File: src/rtl/router_src_arbiter.sv
// Round-robin packet arbiter sharing one router input between 3 sources.
// Ports: clock/resetn, src_req/src_en/src_data in, src_ready/src_grant out,
//   busy in, pkt_valid/data_out/arb_active out to/for the router.
module router_src_arbiter #(
  parameter int GAP_CYCLES = 2,
  parameter int NSRC       = 3
) (
  input  logic              clock,
  input  logic              resetn,
  input  logic [NSRC-1:0]   src_req,
  input  logic [NSRC-1:0]   src_en,
  input  logic [8*NSRC-1:0] src_data,
  output logic [NSRC-1:0]   src_ready,
  output logic [NSRC-1:0]   src_grant,
  input  logic              busy,
  output logic              pkt_valid,
  output logic [7:0]        data_out,
  output logic              arb_active
);

  localparam int GW =
    (GAP_CYCLES < 1) ? 1 : $clog2(GAP_CYCLES + 1);

  typedef enum logic [2:0] {
    IDLE,
    HDR,
    PAYLOAD,
    PARITY,
    GAP
  } state_t;

  state_t          state_q, state_d;
  logic [NSRC-1:0] grant_q, grant_d;
  logic [1:0]      gidx_q, gidx_d;
  logic [1:0]      rr_q, rr_d;
  logic [5:0]      cnt_q, cnt_d;
  logic [GW-1:0]   gap_q, gap_d;

  logic [NSRC-1:0] elig;
  logic            xfer;
  logic            acc;
  logic            found;
  logic [1:0]      pick;
  logic [1:0]      cand;
  logic [7:0]      byte_sel;

  assign elig = src_req & src_en;

  assign xfer = (state_q == HDR)
             || (state_q == PAYLOAD)
             || (state_q == PARITY);

  assign acc = xfer & ~busy;

  always_comb begin
    byte_sel = src_data[7:0];
    case (gidx_q)
      2'd1:    byte_sel = src_data[15:8];
      2'd2:    byte_sel = src_data[23:16];
      default: byte_sel = src_data[7:0];
    endcase
  end

  assign data_out   = xfer ? byte_sel : 8'h00;
  assign src_ready  = acc ? grant_q : '0;
  assign src_grant  = grant_q;
  assign pkt_valid  = (state_q == HDR)
                   || (state_q == PAYLOAD);
  assign arb_active = (state_q != IDLE);

  // first eligible source scanning from rr_q upward, wrapping mod NSRC
  always_comb begin
    found = 1'b0;
    pick  = 2'd0;
    cand  = 2'd0;
    for (int k = 0; k < NSRC; k++) begin
      cand = 2'((int'(rr_q) + k) % NSRC);
      if (!found && elig[cand]) begin
        found = 1'b1;
        pick  = cand;
      end
    end
  end

  always_comb begin
    state_d = state_q;
    grant_d = grant_q;
    gidx_d  = gidx_q;
    rr_d    = rr_q;
    cnt_d   = cnt_q;
    gap_d   = gap_q;
    unique case (state_q)
      IDLE: begin
        if (found) begin
          grant_d       = '0;
          grant_d[pick] = 1'b1;
          gidx_d        = pick;
          rr_d    = (pick == 2'd2) ? 2'd0 : pick + 2'd1;
          state_d = HDR;
        end
      end
      HDR: begin
        if (acc) begin
          cnt_d = byte_sel[7:2];
          if (byte_sel[7:2] == 6'd0) state_d = PARITY;
          else                       state_d = PAYLOAD;
        end
      end
      PAYLOAD: begin
        if (acc) begin
          cnt_d = cnt_q - 6'd1;
          if (cnt_q == 6'd1) state_d = PARITY;
        end
      end
      PARITY: begin
        if (acc) begin
          grant_d = '0;
          if (GAP_CYCLES == 0) begin
            state_d = IDLE;
          end else begin
            gap_d   = GW'(GAP_CYCLES);
            state_d = GAP;
          end
        end
      end
      GAP: begin
        if (gap_q != '0) gap_d = gap_q - GW'(1);
        // leave only once the count is spent and the router is free
        if (gap_q <= GW'(1) && !busy) state_d = IDLE;
      end
      default: state_d = IDLE;
    endcase
  end

  always_ff @(posedge clock or negedge resetn) begin
    if (!resetn) begin
      state_q <= IDLE;
      grant_q <= '0;
      gidx_q  <= 2'd0;
      rr_q    <= 2'd0;
      cnt_q   <= 6'd0;
      gap_q   <= '0;
    end else begin
      state_q <= state_d;
      grant_q <= grant_d;
      gidx_q  <= gidx_d;
      rr_q    <= rr_d;
      cnt_q   <= cnt_d;
      gap_q   <= gap_d;
    end
  end

endmodule

File: config.mk
export PLATFORM = sky130hd
export DESIGN_NAME = router_src_arbiter
export DESIGN_NICKNAME = d
export VERILOG_FILES = /design/src/rtl/router_src_arbiter.sv
export SDC_FILE = /design/constraint.sdc
export NUM_CORES = 1
export LEC_CHECK = 0
export CAP_MARGIN = 20
export CELL_PAD_IN_SITES_DETAIL_PLACEMENT = 1
export CELL_PAD_IN_SITES_GLOBAL_PLACEMENT = 1
export CORE_ASPECT_RATIO = 0.9
export CORE_MARGIN = 1.5
export CORE_UTILIZATION = 31
export CTS_BUF_LIST = sky130_fd_sc_hd__clkbuf_4 sky130_fd_sc_hd__clkbuf_8
export DETAILED_ROUTE_END_ITERATION = 12
export GPL_TIMING_DRIVEN = 0
export PLACE_DENSITY_LB_ADDON = 0.1
export REMOVE_ABC_BUFFERS = 1
export SYNTH_ARGS = -nofsm -noshare
export SYNTH_HDL_FRONTEND = slang
export SYNTH_SLANG_ARGS = --single-unit
File: constraint.sdc
create_clock -name clock -period 1.83 [get_ports clock]
set_input_delay 0.183 -clock clock [delete_from_list [all_inputs] [get_ports clock]]
set_output_delay 0.183 -clock clock [all_outputs]
set_load 0.1 [all_outputs]
==> results <==
-- repair_timing --
item | 4_1_cts | 5_1_grt
setup buffers | 17 | 10
setup endpoints to repair | 30 | 23
endpoints found under the hold margin | 0 | 0
gates cloned | 0 | 0
resized for setup | 141 | 20
pin swaps | 13 | 7
-- state kept, by name, summed over array words and instances (netlist names) --
| signal | flops |
|---|---|
| cnt_q | 6 |
| gidx_q | 2 |
| gap_q | 2 |
| rr_q | 2 |
| state_q | 3 |
| src_grant | 3 |
-- per-stage QoR --
step / instance area, sq um / utilization
5_1_grt: 2500 / 0.549
6_report: 2500 / 0.549
2_1_floorplan: 1440 / -
3_3_place_gp: 2000 / 0.440
4_1_cts: 2370 / 0.522
3_5_place_dp: 2000 / 0.440
-- kinds of logic (layout without fill, tap and decap cells) --
kind of cell             Yosys count  in the layout  synth area share
buffers and inverters             20             90            0.0588
flip-flops                        18             18             0.302
multiplexers                       1              1            0.0101
AO/OA/AOI/OAI                     59             59             0.294
XOR/XNOR                           2              2            0.0118
adder cells (fa/ha/maj)            9              9            0.0756
AND/OR/NAND/NOR                   65             65             0.248
-- final cells by class --
class                   instances  area [sq um]
fillers                       543          2050
repair buffers                 75           719
flip-flops and latches         18           455
clock buffers                   4          55.1
multi-input cells             136          1150
well taps                      62          77.6
inverters                      11          41.3
-- placed cells by master, fill, tap and decap left out, types with 2 or more instances in the layout --
cell type         n
o21ai_2           6
or2_4             2
clkbuf_8          4
and2_1            4
nor3_4            2
a21oi_1           2
dfrtp_1          14
clkdlybuf4s50_1  32
dfrtp_2           4
o21ai_0           4
buf_4            26
xnor2_1           2
nor3_1            2
dlygate4sd2_1     3
a22o_1            5
inv_2             5
nor2_2            3
inv_1             6
buf_6            10
ha_1              4
a221o_1           8
nand2_1          10
o22ai_1           5
o21ai_4           3
buf_12            3
nand3_1           6
o22ai_2           2
a21oi_2           3
nand3b_1          2
ha_4              4
nor3b_1           2
o21ai_1           6
a21boi_2          2
nor2_1           15
-- worst register-to-register path: stages, from the launching register on --
cell and delay (ps):
dfrtp_1 450, inv_2 130, ha_4 200, nand4b_1 190, o21ai_4 100, or3_4 410
o21ai_4 220, a32o_2 170
-- worst paths after layout --
kind	from	end	slack [ps]
setup / recovery	gidx_q[0]$_DFFE_PN0P_	data_out[2]	-150
hold / removal	resetn	cnt_q[3]$_DFFE_PN0P_	410
setup reg to reg	rr_q[1]$_DFFE_PN0P_	src_grant[2]$_DFFE_PN0P_	-100
hold reg to reg	cnt_q[5]$_DFFE_PN0P_	cnt_q[5]$_DFFE_PN0P_	520
max in group asynchronous	resetn	gidx_q[1]$_DFFE_PN0P_	830
min in group clock	cnt_q[5]$_DFFE_PN0P_	cnt_q[5]$_DFFE_PN0P_	520
-- per-layer routing --
layer  up-vias  share of wire
li1        783              -
met1       824           0.41
met4         0          0.017
met5         -              0
met2        60           0.52
met3        10          0.059
==> metrics.md <==
| Metric | Value |
|---|---|
| Layout Nets | 287 |
| DRC | 0 |
| Worst r2r path cells | 7 |
| Grt peak-use layer | met2 |
| DRT Wirelength | 6000 um |
| Max Clock Freq | 0.506 GHz |
| GR Util met3 | 0.0474 |
| Final setup viols | 18 |
| Worst rel slew slack | 0.357 |
| DIE AREA | 0.00523 sq mm |
| Antenna-violating nets left | 0 |
| Clock Sinks | 18 |
| Critical path depth | 7 |
| Setup tns final | -1400 ps |
| Antenna violations before repair | 0 |
| Number of synthesized flops with an enable pin | 0 |
| HPWL after DPL | 3840 um |
| Rows | 23 |
| Crit end category | primary output |
| Failing checks | negative setup slack |
| CTS HTree Levels | 1 |
| Ys Warns | 0 |
| Worst-margin pin slew | 968 ps |
| Flops & latches, synth | 18 |
| Non-filler instance count after layout | 306 |
| Synth area leaders | dfrtp_1, ha_1, a221o_1, o21ai_0, nor2_1 |
| Worst path max stage delay | 420 ps |
| Worst path buffer plus inverter count | 3 |
| P&R area growth vs syn | 67.6% |
| Clk slew on worst S/H paths | 80 ps |
| Top cell type's share of synthesized area | 0.302 |
| Data required, critical path | 1650 ps |
| Iteration-0 DRC Markers | 120 |
| First-pass GRT wire length | 8960 um |
| Met1 Use GR | 0.254 |
| CP max-delay cell | dfrtp_1 |
| RSZ-0062 raised after global routing | true |
| PortBufs | 48 |
| CTS tree | built |
| Tmin final | 1980 ps |
| GP Congestion | 0.769 |
| Via density | 5.48 |
| ANT cells | 0 |
| Status | finished, violations left |
| Final WS setup | -146 ps |
| Setup CP Type | flop to primary output |
| Critical Path Most Common Cell | buf_6 |
| Met2 Usage GRT | 0.429 |
| Mapped Cells | 174 |
| Register area share after synthesis | 0.302 |
| Hold/Removal Path Class | input port to asynchronous set/reset pin |
| Vias in the first global route | 1,767 |
| Core area | 0.00455 sq mm |
| Mapped Area | 0.00149 sq mm |
| Share of post-route cells with drive strength above 1 | 0.385 |
| Total track usage | 0.220 |
| Routed WL per cell | 19.6 um |
| 1st-pass router iterations | 4 |
| CTS Hold Buffers Added | 0 |
| Crit Path Max Fanout | 5 |
| Avg Synthesized Cell Area | 8.56 sq um |
| Die H | 68.8 um |
| Maxcap violations | 0 |
| Skew final | 2.02 ps |
| Cells along the critical path | inv_2 > ha_4 > buf_6 > a221o_1 > o21ai_2 > nor2_1 > buf_6 |
| Effective utilization at floorplan | 0.328 |
| Largest net degree at the start of global routing | 19 |
| Number of clock buffers inserted by TritonCTS | 3 |
| Commonest cells post-synth | dfrtp_1, nor2_1, o21ai_0 |
| Nature of the critical path startpoint | flop |
| Crit share post-route | 1.08 |
| Num ports | 49 |
| Dpl cells | 275 |
| Dominant cell type by area after synthesis | dfrtp_1 |
| GR Overflow Total | 0 |
| Clk root buf | clkbuf_8 |
| Ys flop type | dfrtp_1 |
| Clk buf depth | 2 |
| CP arrival | 1790 ps |
| Post-synth ARST share | 1.00 |
| Max Transition Viols Final | 0 |
| Via Count | 1,677 |
| Dpl ws | -964 ps |
| Hold Fails Final Rpt | 0 |
| Worst-Skew Late Latency | 260 ps |
| Yosys cell types | 51 |
| Chip Width | 76.1 um |
| Crit path max-delay family | buffers and inverters |
| Final Hold Slack | 413 ps |
Power of run 1 is left out: the tool's default activity adds up to more than one toggle a clock period on the data nets, which glitch-free logic cannot reach.
